<file path="config.mk">
export PLATFORM = sky130hd
export DESIGN_NAME = noc_pattern_sender_flat
export DESIGN_NICKNAME = d
export VERILOG_FILES = /design/src/rtl/sender_pkg.sv /design/src/rtl/t_DATA_STREAM.sv /design/src/rtl/interval_timer.sv /design/src/rtl/noc_pattern_sender.sv /design/src/flat_wrapper.sv
export SDC_FILE = /design/constraint.sdc
export NUM_CORES = 1
export LEC_CHECK = 0
export CAP_MARGIN = 5
export CORE_ASPECT_RATIO = 1.4
export CORE_MARGIN = 2
export CORE_UTILIZATION = 25
export CTS_BUF_LIST = sky130_fd_sc_hd__clkbuf_4
export CTS_CLUSTER_SIZE = 16
export DETAILED_ROUTE_END_ITERATION = 10
export GPL_TIMING_DRIVEN = 0
export HOLD_SLACK_MARGIN = 0.05
export PLACE_DENSITY = 0.49
export SLEW_MARGIN = 20
export SYNTH_ARGS = -nofsm -noshare
export SYNTH_HDL_FRONTEND = slang
export SYNTH_SLANG_ARGS = --single-unit
</file>
<file path="constraint.sdc">
create_clock -name clk -period 6.45 [get_ports clk]
set_input_delay 0.9675 -clock clk [delete_from_list [all_inputs] [get_ports clk]]
set_output_delay 0.9675 -clock clk [all_outputs]
set_load 0.01 [all_outputs]
</file>
<file path="src/rtl/sender_pkg.sv">
// Shared types and widths for the NoC pattern sender and its NAP stream interface.
package sender_pkg;

    typedef enum logic {
        S_IDLE = 1'b0,
        S_SEND = 1'b1
    } sender_state_t;

    localparam int PATTERN_W  = 8;
    localparam int CNT_W      = 16;
    localparam int NAP_DATA_W = 32;
    localparam int NAP_ADDR_W = 8;

endpackage

</file>
<file path="src/rtl/t_DATA_STREAM.sv">
// Single-beat NAP data-stream bundle; tx drives the beat, rx returns ready.
interface t_DATA_STREAM
    import sender_pkg::*;
#(
    parameter int DATA_W = NAP_DATA_W,
    parameter int ADDR_W = NAP_ADDR_W
);
    logic              valid;
    logic              ready;
    logic              sop;
    logic              eop;
    logic [DATA_W-1:0] data;
    logic [ADDR_W-1:0] addr;

    modport tx (output valid, output data, output addr, output sop, output eop, input ready);
    modport rx (input valid, input data, input addr, input sop, input eop, output ready);
endinterface

</file>
<file path="src/rtl/interval_timer.sv">
// Free-running 0..TICKS-1 counter gated by enable; pulses tick on the last count.
module interval_timer #(
    parameter int TICKS = 25_000_000
) (
    input  logic clk,
    input  logic resetn,
    input  logic enable,
    output logic tick
);
    localparam int CW = (TICKS > 1) ? $clog2(TICKS) : 1;
    localparam logic [CW-1:0] LAST = CW'(TICKS - 1);

    logic [CW-1:0] cnt;

    always_ff @(posedge clk or negedge resetn) begin
        if (!resetn) begin
            cnt <= '0;
        end else if (!enable || cnt == LAST) begin
            cnt <= '0;
        end else begin
            cnt <= cnt + 1'b1;
        end
    end

    assign tick = enable && (cnt == LAST);
endmodule

</file>
<file path="src/rtl/noc_pattern_sender.sv">
// Periodic single-beat pattern sender onto a NAP tx stream.
// Optional feature macro: SENDER_OVERRUN_CNT_EN enables the dropped-tick counter.
module noc_pattern_sender
    import sender_pkg::*;
#(
    parameter int TICKS_PER_MSG = 25_000_000,
    parameter int DEST_ID       = 0
) (
    input  logic             clk,
    input  logic             resetn,
    input  logic             enable,
    output logic [CNT_W-1:0] sent_count,
    output logic [CNT_W-1:0] overrun_count,
    t_DATA_STREAM.tx         nap
);
    sender_state_t         state, state_nxt;
    logic [PATTERN_W-1:0]  pattern, pattern_nxt;
    logic [NAP_DATA_W-1:0] data_r, data_nxt;
    logic                  valid_r, valid_nxt;
    logic                  sent_inc;
    logic                  tick;

    interval_timer #(.TICKS(TICKS_PER_MSG)) u_timer (
        .clk    (clk),
        .resetn (resetn),
        .enable (enable),
        .tick   (tick)
    );

    // sop/eop always equal valid for a single-beat message
    always_comb begin
        state_nxt   = state;
        pattern_nxt = pattern;
        data_nxt    = data_r;
        valid_nxt   = valid_r;
        sent_inc    = 1'b0;
        case (state)
            S_IDLE: begin
                if (tick) begin
                    pattern_nxt = pattern + 1'b1;
                    data_nxt    = NAP_DATA_W'(pattern_nxt);
                    valid_nxt   = 1'b1;
                    state_nxt   = S_SEND;
                end
            end
            S_SEND: begin
                if (valid_r && nap.ready) begin
                    valid_nxt = 1'b0;
                    sent_inc  = 1'b1;
                    state_nxt = S_IDLE;
                end
            end
            default: state_nxt = S_IDLE;
        endcase
    end

    always_ff @(posedge clk or negedge resetn) begin
        if (!resetn) begin
            state      <= S_IDLE;
            pattern    <= '0;
            data_r     <= '0;
            valid_r    <= 1'b0;
            sent_count <= '0;
        end else begin
            state   <= state_nxt;
            pattern <= pattern_nxt;
            data_r  <= data_nxt;
            valid_r <= valid_nxt;
            if (sent_inc) begin
                sent_count <= sent_count + 1'b1;
            end
        end
    end

`ifdef SENDER_OVERRUN_CNT_EN
    function automatic logic [CNT_W-1:0] sat_inc(input logic [CNT_W-1:0] v);
        return (&v) ? v : v + 1'b1;
    endfunction

    // A tick that lands while a message is pending is dropped, even on the accept cycle
    logic overrun_inc;
    assign overrun_inc = (state == S_SEND) && tick;

    always_ff @(posedge clk or negedge resetn) begin
        if (!resetn) begin
            overrun_count <= '0;
        end else if (overrun_inc) begin
            overrun_count <= sat_inc(overrun_count);
        end
    end
`else
    assign overrun_count = '0;
`endif

    assign nap.valid = valid_r;
    assign nap.sop   = valid_r;
    assign nap.eop   = valid_r;
    assign nap.data  = data_r;
    assign nap.addr  = NAP_ADDR_W'(DEST_ID);
endmodule
</file>
<file path="src/flat_wrapper.sv">
// flat-port wrapper written by rule: the top's interface ports become plain ports
module noc_pattern_sender_flat import sender_pkg::*;
#(
    parameter int TICKS_PER_MSG = 25_000_000,
    parameter int DEST_ID       = 0
)
  (clk, resetn, enable, sent_count, overrun_count, nap_valid, nap_data, nap_addr, nap_sop, nap_eop, nap_ready);
  t_DATA_STREAM nap_i ();
  input  logic clk;
  input  logic resetn;
  input  logic enable;
  output logic [CNT_W-1:0] sent_count;
  output logic [CNT_W-1:0] overrun_count;
  output wire logic [$bits(nap_i.valid)-1:0] nap_valid;
  output wire logic [$bits(nap_i.data)-1:0] nap_data;
  output wire logic [$bits(nap_i.addr)-1:0] nap_addr;
  output wire logic [$bits(nap_i.sop)-1:0] nap_sop;
  output wire logic [$bits(nap_i.eop)-1:0] nap_eop;
  input wire logic [$bits(nap_i.ready)-1:0] nap_ready;
  assign nap_valid = nap_i.valid;
  assign nap_data = nap_i.data;
  assign nap_addr = nap_i.addr;
  assign nap_sop = nap_i.sop;
  assign nap_eop = nap_i.eop;
  assign nap_i.ready = nap_ready;
  noc_pattern_sender #(.TICKS_PER_MSG(TICKS_PER_MSG), .DEST_ID(DEST_ID)) u_core (.clk(clk), .resetn(resetn), .enable(enable), .sent_count(sent_count), .overrun_count(overrun_count), .nap(nap_i));
endmodule
</file>
### Yosys cells after proc, flatten, opt, wreduce, memory -nomap -nowiden

Cells that the tools add are included.
W data, S select, Z words.

| word-level totals | value |
|---|---|
| register bits after elaboration | 51 |
| input port bits | 4 |
| output and inout bits | 75 |
| logic and storage cells | 27 |

| cells by class | value |
|---|---|
| $add $sub $neg | 3 |
| eq/ne operators | 3 |
| muxes and demuxes | 9 |
| bitwise operators | 1 |
| reduce and logical (&&, ||, !) cells | 6 |

Operator list:

| cell | count |
|---|---|
| $add A25 B1 Y25 const B | 1 |
| $eq A25 B25 Y1 const B | 1 |
| $mux W25 | 1 |
| $add A16 B1 Y16 const B | 1 |
| $add A8 B1 Y8 const B | 1 |
| $mux W1 | 6 |
| $pmux W1 S2 | 2 |
| $reduce_and A2 Y1 | 2 |
| $logic_and A1 B1 Y1 | 2 |
| $ne A2 B1 Y1 const B | 1 |
| $ne A2 B2 Y1 const B | 1 |
| $logic_not A1 Y1 | 1 |
| $logic_or A1 B1 Y1 | 1 |
| $not A1 Y1 | 1 |

### Longest topological paths before layout

Gate-level depths: netlist of run 1.

| logic depth | value |
|---|---|
| word-level depth | 4 |
| gate-level depth with buffers | 7 |
| gate-level depth less buffers | 5 |

### Cells and area by module

From an unflattened synthesis of run 1, not the netlist that was laid out.

| unflattened totals | value |
|---|---|
| cells, all modules | 288 |
| area total of the unflattened synthesis | 2864.0 um^2 |

By module, submodules not included:

| module | times used | cells an instance | area each (um^2) | seq. area each (um^2) |
|---|---|---|---|---|
| noc_pattern_sender | 1 | 147 | 1537.7 | 650.6 |
| interval_timer | 1 | 141 | 1326.3 | 625.6 |

### Worst setup path before layout of run 1

Ideal clock, no wire load.

| timing path | value |
|---|---|
| path type | register to register |
| start point | reg u_core.u_timer.cnt[0] |
| end point | reg u_core.pattern[1] |
| setup time | 0.125 ns |
| arrival | 1.973 ns |
| required time | 6.325 ns |
| setup slack | 4.352 ns |
| stages on the path, launching flop included | 7 |
| path buffers | 1 |
| period minus slack after synthesis | 2.098 ns |
| cell sequence | dfrtp_1 ha_1 nand2_1 or4_1 buf_2 nor2_1 mux2_2 |

| between the ends | value |
|---|---|
| longest elaborated chain between the ends | 3 |

Ends and longest elaborated chain:

| item | line | text |
|---|---|---|
| start, declared | interval_timer.sv:13 | `logic [CW-1:0] cnt;` |
| start signal, assigned | interval_timer.sv:21 | `cnt <= cnt + 1'b1;` |
| $eq A25 B25 Y1 | interval_timer.sv:25 | `assign tick = enable && (cnt == LAST);` |
| $logic_and A1 B1 Y1 | interval_timer.sv:25 |  |
| $reduce_and A2 Y1 (no source line) | - |  |
| end signal, assigned | noc_pattern_sender.sv:66 | `pattern <= pattern_nxt;` |
| end, declared | noc_pattern_sender.sv:17 | `logic [PATTERN_W-1:0] pattern, pattern_nxt;` |

No other way between the ends.
A chain may end at the register's enable or synchronous reset.

### Final worst setup path of run 1

| timing path | value |
|---|---|
| start point | in enable |
| end point | reg u_core.pattern[1] |

| between the ends | value |
|---|---|
| longest elaborated chain between the ends | 2 |

Ends and longest elaborated chain:

| item | line | text |
|---|---|---|
| start, declared | flat_wrapper.sv:11 | `input logic enable;` |
| $logic_and A1 B1 Y1 | interval_timer.sv:25 |  |
| $reduce_and A2 Y1 (no source line) | - |  |

No other way between the ends.

==> flow_summary.ini, run 1 <==
[status]
status = finished clean

[clocking]
clk_pin_slew_ps = 150
clock-sinks = 51
cts_resized = 0
cts-root-buf = clkbuf_4
clkLatencyLatePin_ps = 380
cts_tree = done
cts_buffers = 5
post_cts_buffers = 0
htree_levels = 2
hold_buffers = 0
clk_path_buf_depth = 2

[global_routing]
antenna_found_initial = 0
grt_pass1_wl_mm = 9.715
grt_max_degree = 52
grt.total_usage_pct = 9.719
overflow = 0
grt_pass1_vias = 2004

[floorplanning]
pin_count = 79
die-area_mm2 = 0.01230
start_util_pct = 25.43
core_mm2 = 0.01122
placementRows = 46
dieWidth_um = 94.30
die_h_um = 130.4

[synthesis]
synth_seq_cells = 51
synth-async-reset-ratio_pct = 100.0
yosysTopAreaCellShare_pct = 44.72
ys_warn_count = 0
avgSynthCellArea_um2 = 10.01
synth_common_cells = dfrtp_1, buf_4, nor2_1, xnor2_1, nand2_1
syn_area_mm2 = 0.002854
synth_most_common_cell = dfrtp_1
ys_seq_area_share_pct = 44.72
synth_edf_count = 0
ys.flop_type = dfrtp_1
synth_top_cell_by_area = dfrtp_1
syn_inst = 285
synthDistinctLibCells = 38
synthTopCellsByArea = dfrtp_1, buf_4, xnor2_1, xor2_1, nand4_1

[worst_setup_path]
setup.worst_path.class = input pin to register
crit_path_cell_trace = clkdlybuf4s50_1 -> and4b_1 -> nand4_1 -> nor2_1 -> mux2_2
crit_required_ps = 6730
slowest_delay_ps = 600
start_kind = input pin
cp_slowest_cell = clkdlybuf4s50_1
arrival_ps = 2870
end_kind = register
cp_top_family = simple AND/OR/NAND/NOR gates
cp_max_fo = 7
crit_buf_inv = 1

[final_layout]
n_antenna_cell = 0
area_delta_synth_final_pct = 25.73
seq_area_mm2 = 0.001276
fin_area_mm2 = 0.003588
multi_input_area_mm2 = 0.001319
fillCellCount = 1187
drive_gt1_share_pct = 20.54
nets = 376

[placed_design]
place_area_mm2 = 0.003508
io_buffers = 30
dp_hpwl_mm = 4.207
place_congestion = 0.7180

[power_and_ir_drop]
p_sw_share_pct = 24.32
power.share.clock_pct = 33.6
p_int_uw = 426.5
total_power_uw = 563.6
pwr-share-comb_pct = 9.0
power.density_mw_per_mm2 = 157.1
leakage_uw = 0.001672
p_seq_share_pct = 57.4
p_switching_uw = 137.1
ir_drop_uv = 126.0

[timing]
fin_setup_tns_ps = 0
hold_viol_final = 0
skew_ps = 9.321
maxSlewViolCount = 0
tightest_slew_ps = 711.7
relSlewSlack_pct = 52.19
fmax_mhz = 386.2
setup_viol = 0
layout_min_cycle_time_ps = 2590
rsz0062_at_grt = no
post-route-period-util_pct = 40.15

[detailed_routing]
drt_iter0_markers = 103
dr.pass1.iters = 4
antenna_left = 0
drt_wl_total_mm = 5.690
remaining_drc_errors = 0
via_count = 2141
wl_per_cell_um = 11.07
vias_per_cell = 4.165

[flow_run]
drv_cap = 0

[worst_hold_path]
hold_class = register to register
==> state kept, by name, summed over array words and instances (netlist names) <==
name / flops
u_core.u_timer.cnt: 25
u_core.sent_count: 16
u_core.nap.eop: 1
u_core.pattern: 8
u_core.state: 1
==> routing by layer <==
metal  wire (um)  track usage, %  up-vias
li1            -               -     1064
met1        2329           11.35     1003
met2        2976           17.73       68
met3         303           1.950        6
met4          81           3.154        0
met5           0               0        -
==> cell families (layout without fill, tap and decap cells) <==
group,Yosys count,after routing,synth area share (%)
xor+xnor,34,34,10.43
fa+ha+maj,3,3,1.315
compound gates,25,25,5.699
simple gates,108,108,21.66
buf+inv,61,99,15.26
mux,2,2,0.7891
other cells,1,48,0.1314
flops,51,51,44.72
==> final cells by class <==
class | count | share of cell area [%]
timing repair buffer | 30 | 8.298
buffer | 55 | 11.51
sequential | 51 | 35.56
clock inverter | 3 | 1.185
multi-input combinational | 220 | 36.75
inverter | 6 | 0.6276
tap | 144 | 5.021
clock buffer | 5 | 1.046
==> cells in the final DEF, fill, tap and decap left out, drive strengths merged <==
cell and count:
buf 55, dfrtp 51, conb 48, clkdlybuf4s50 29
nor2 21, xnor2 20, nand2 19, nand4 16
xor2 14, a21oi 11, nand3 11, or4 9
or3 8, nor3 7, inv 7, o21ai 6
o31ai 6, clkbuf 6, nor4 5, and3 4
and2 3, ha 3, and4b 2, a21o 2
mux2 2, and4 1, or2 1, nor4b 1
clkinv 1, bufinv 1
==> final timing paths <==
| kind | end | slack (ps) | cells after the start | start |
|---|---|---|---|---|
| worst max register to register | u_core.u_timer.cnt[19]$_DFF_PN0_ | 4010 | 7 | u_core.u_timer.cnt[0]$_DFF_PN0_ |
| worst min-delay path | u_core.pattern[7]$_DFFE_PN0P_ | 480 | 1 | u_core.pattern[7]$_DFFE_PN0P_ |
| max in group asynchronous | u_core.pattern[6]$_DFFE_PN0P_ | 5410 | 1 | resetn |
| worst min register to register | u_core.pattern[7]$_DFFE_PN0P_ | 480 | 1 | u_core.pattern[7]$_DFFE_PN0P_ |
| worst max-delay path | u_core.pattern[1]$_DFFE_PN0P_ | 3860 | 5 | enable |
| min in group asynchronous | u_core.u_timer.cnt[19]$_DFF_PN0_ | 580 | 1 | resetn |
==> power groups by stage <==
stage,clock network (uW),registers [uW],logic [uW]
2_1_floorplan,0,329,39.6
3_3_place_gp,0,329,50.6
3_5_place_dp,0,329,50.6
4_1_cts,198,323,50.7
5_1_grt,208,324,57.1
6_report,190,323,50.6
==> metrics by stage <==
stage                     std cells  utilization, %  hold WS, ps  setup slack (ps)
after CTS                       514           31.97        487.8              3856
after global routing            514           31.97        510.9              3763
after floorplan                 332               -        482.7              4352
after global placement          506           31.28        461.5              2786
final                           514           31.97        480.1              3860
after detailed placement        506           31.26        467.2              3432
(Power assumes the default switching activity.)
==> inputs of run 2 (changes only) <==
Clock period 6.45 ns to 2.7 ns, I/O delays scaled along.
==> run 2 against run 1 <==
  * Sequential cell count is the same
  * Worst hold slack is the same
  * Via count grew 0.23%
  * Final cell count grew 0.19%
  * Routed wire length grew 0.12%
  * Combinational power grew 140%
==> flow_summary.ini, run 2 (synthesized netlist as in run 1, its figures left out) <==
[timing]
relSlewSlack_pct = 52.19
skew_ps = 9.316
maxSlewViolCount = 0
post-route-period-util_pct = 90.47
rsz0062_at_grt = no
layout_min_cycle_time_ps = 2443
fmax_mhz = 409.4
setup_viol = 0
hold_viol_final = 0
hold_ws_ps = 480.1
tightest_slew_ps = 711.7

[worst_setup_path]
slowest_delay_ps = 570
crit_required_ps = 2980
cp_max_fo = 10
worstSetupStartpoint = u_core.u_timer.cnt[0]$_DFF_PN0_
setup.worst_path.class = register to register
cp_slowest_cell = or4_1
end_kind = register
start_kind = register
arrival_ps = 2720
crit_path_cell_trace = ha_1 -> nand2_1 -> or4_1 -> buf_2 -> o31ai_4 -> buf_6 -> a21oi_1
reg2reg_from = u_core.u_timer.cnt[0]$_DFF_PN0_

[clocking]
clock-sinks = 51
cts_tree = done
hold_buffers = 1
cts-root-buf = clkbuf_4
cts_buffers = 5
clk_path_buf_depth = 2
cts_resized = 0
clk_pin_slew_ps = 160
post_cts_buffers = 0
clkLatencyLatePin_ps = 380
htree_levels = 2

[power_and_ir_drop]
power.density_mw_per_mm2 = 374.5
ir_drop_uv = 301.1
leakage_uw = 0.001676

[final_layout]
fin_util_pct = 32.06
largest-register = u_core.u_timer.cnt
final_cell_mix = buf_4, dfrtp_1, conb_1
largest_reg_flops = 25
stdcell_count = 515
fin_area_mm2 = 0.003598
nets = 377
largest_registers = u_core.u_timer.cnt: 25 flops, u_core.sent_count: 16 flops, u_core.pattern: 8 flops
drive_gt1_share_pct = 20.49
area_delta_synth_final_pct = 26.09
n_antenna_cell = 0

[worst_hold_path]
min-delay-start = u_core.pattern[7]$_DFFE_PN0P_
hold_class = register to register

[global_routing]
grt_pass1_vias = 2007
grt_pass1_wl_mm = 9.722
antenna_found_initial = 0
grt_max_degree = 52
overflow = 0
grt.total_usage_pct = 9.719

[floorplanning]
core_mm2 = 0.01122
dieWidth_um = 94.30
die_h_um = 130.4
die-area_mm2 = 0.01230
pin_count = 79
start_util_pct = 25.43
placementRows = 46

[detailed_routing]
remaining_drc_errors = 0
wl_per_cell_um = 11.06
via_count = 2146
dr.pass1.iters = 4
vias_per_cell = 4.167
drt_wl_total_mm = 5.697
antenna_left = 0
drt_iter0_markers = 86

[placed_design]
place_area_mm2 = 0.003508
dp_cells = 506
place_congestion = 0.7180
io_buffers = 30
dp_hpwl_mm = 4.207

[status]
status = finished clean

[flow_run]
drv_cap = 0
[run 2: cell types whose count changed in the layout (fill, tap and decap cells not counted), sizes merged]
cell and change:
dlygate4sd3 +1
[run 2: power breakdown]
| part | switching (uW) | internal [uW] |
|---|---|---|
| sequential | 4.67 | 768 |
| clock | 257 | 196 |
| combinational | 65.9 | 56.4 |
[run 2: layer usage]
metal  GRT usage [%]  part of all wire (%)
met1           11.32                    41
met2           17.73                    52
met3           2.007                   5.5
met4           3.154                   1.4
met5               0                     0
[run 2: worst paths after layout]
path / cells after the start / slack, ps / to
setup / recovery: 7 / 260 / u_core.u_timer.cnt[19]$_DFF_PN0_
hold / removal: 1 / 480 / u_core.pattern[7]$_DFFE_PN0P_
setup reg to reg: 7 / 260 / u_core.u_timer.cnt[19]$_DFF_PN0_
hold reg to reg: 1 / 480 / u_core.pattern[7]$_DFFE_PN0P_
max in group asynchronous: 2 / 1650 / u_core.pattern[6]$_DFFE_PN0P_
min in group asynchronous: 2 / 580 / u_core.u_timer.cnt[19]$_DFF_PN0_
[run 2: area by class of cell]
class,instances,area (um^2)
Clock buffer,5,37.54
Sequential cell,51,1276
Tap cell,144,180.2
Timing Repair Buffer,31,307.8
Inverter,6,22.52
Fill cell,1188,7625
Clock inverter,3,42.54
Buffer,55,412.9
Multi-Input combinational cell,220,1319
[run 2: critical path: cells and delay by family (launching register included)]
kind,cells,cell delay [ps]
DFF,1,450
AOI/OAI and AO/OA,2,520
and+or+nand+nor,2,720
adders and majority gates,1,220
buffers and inverters,2,420
[run 2: metrics by stage]
stage	setup WS [ps]	power, uW	setup TNS [ps]
global route	65.29	1408	0
global placement	-401.0	907.6	-20250
detailed placement	228.4	907.5	0
floorplan	602.1	880.8	0
finish	257.4	1348	0
CTS	191.6	1369	0
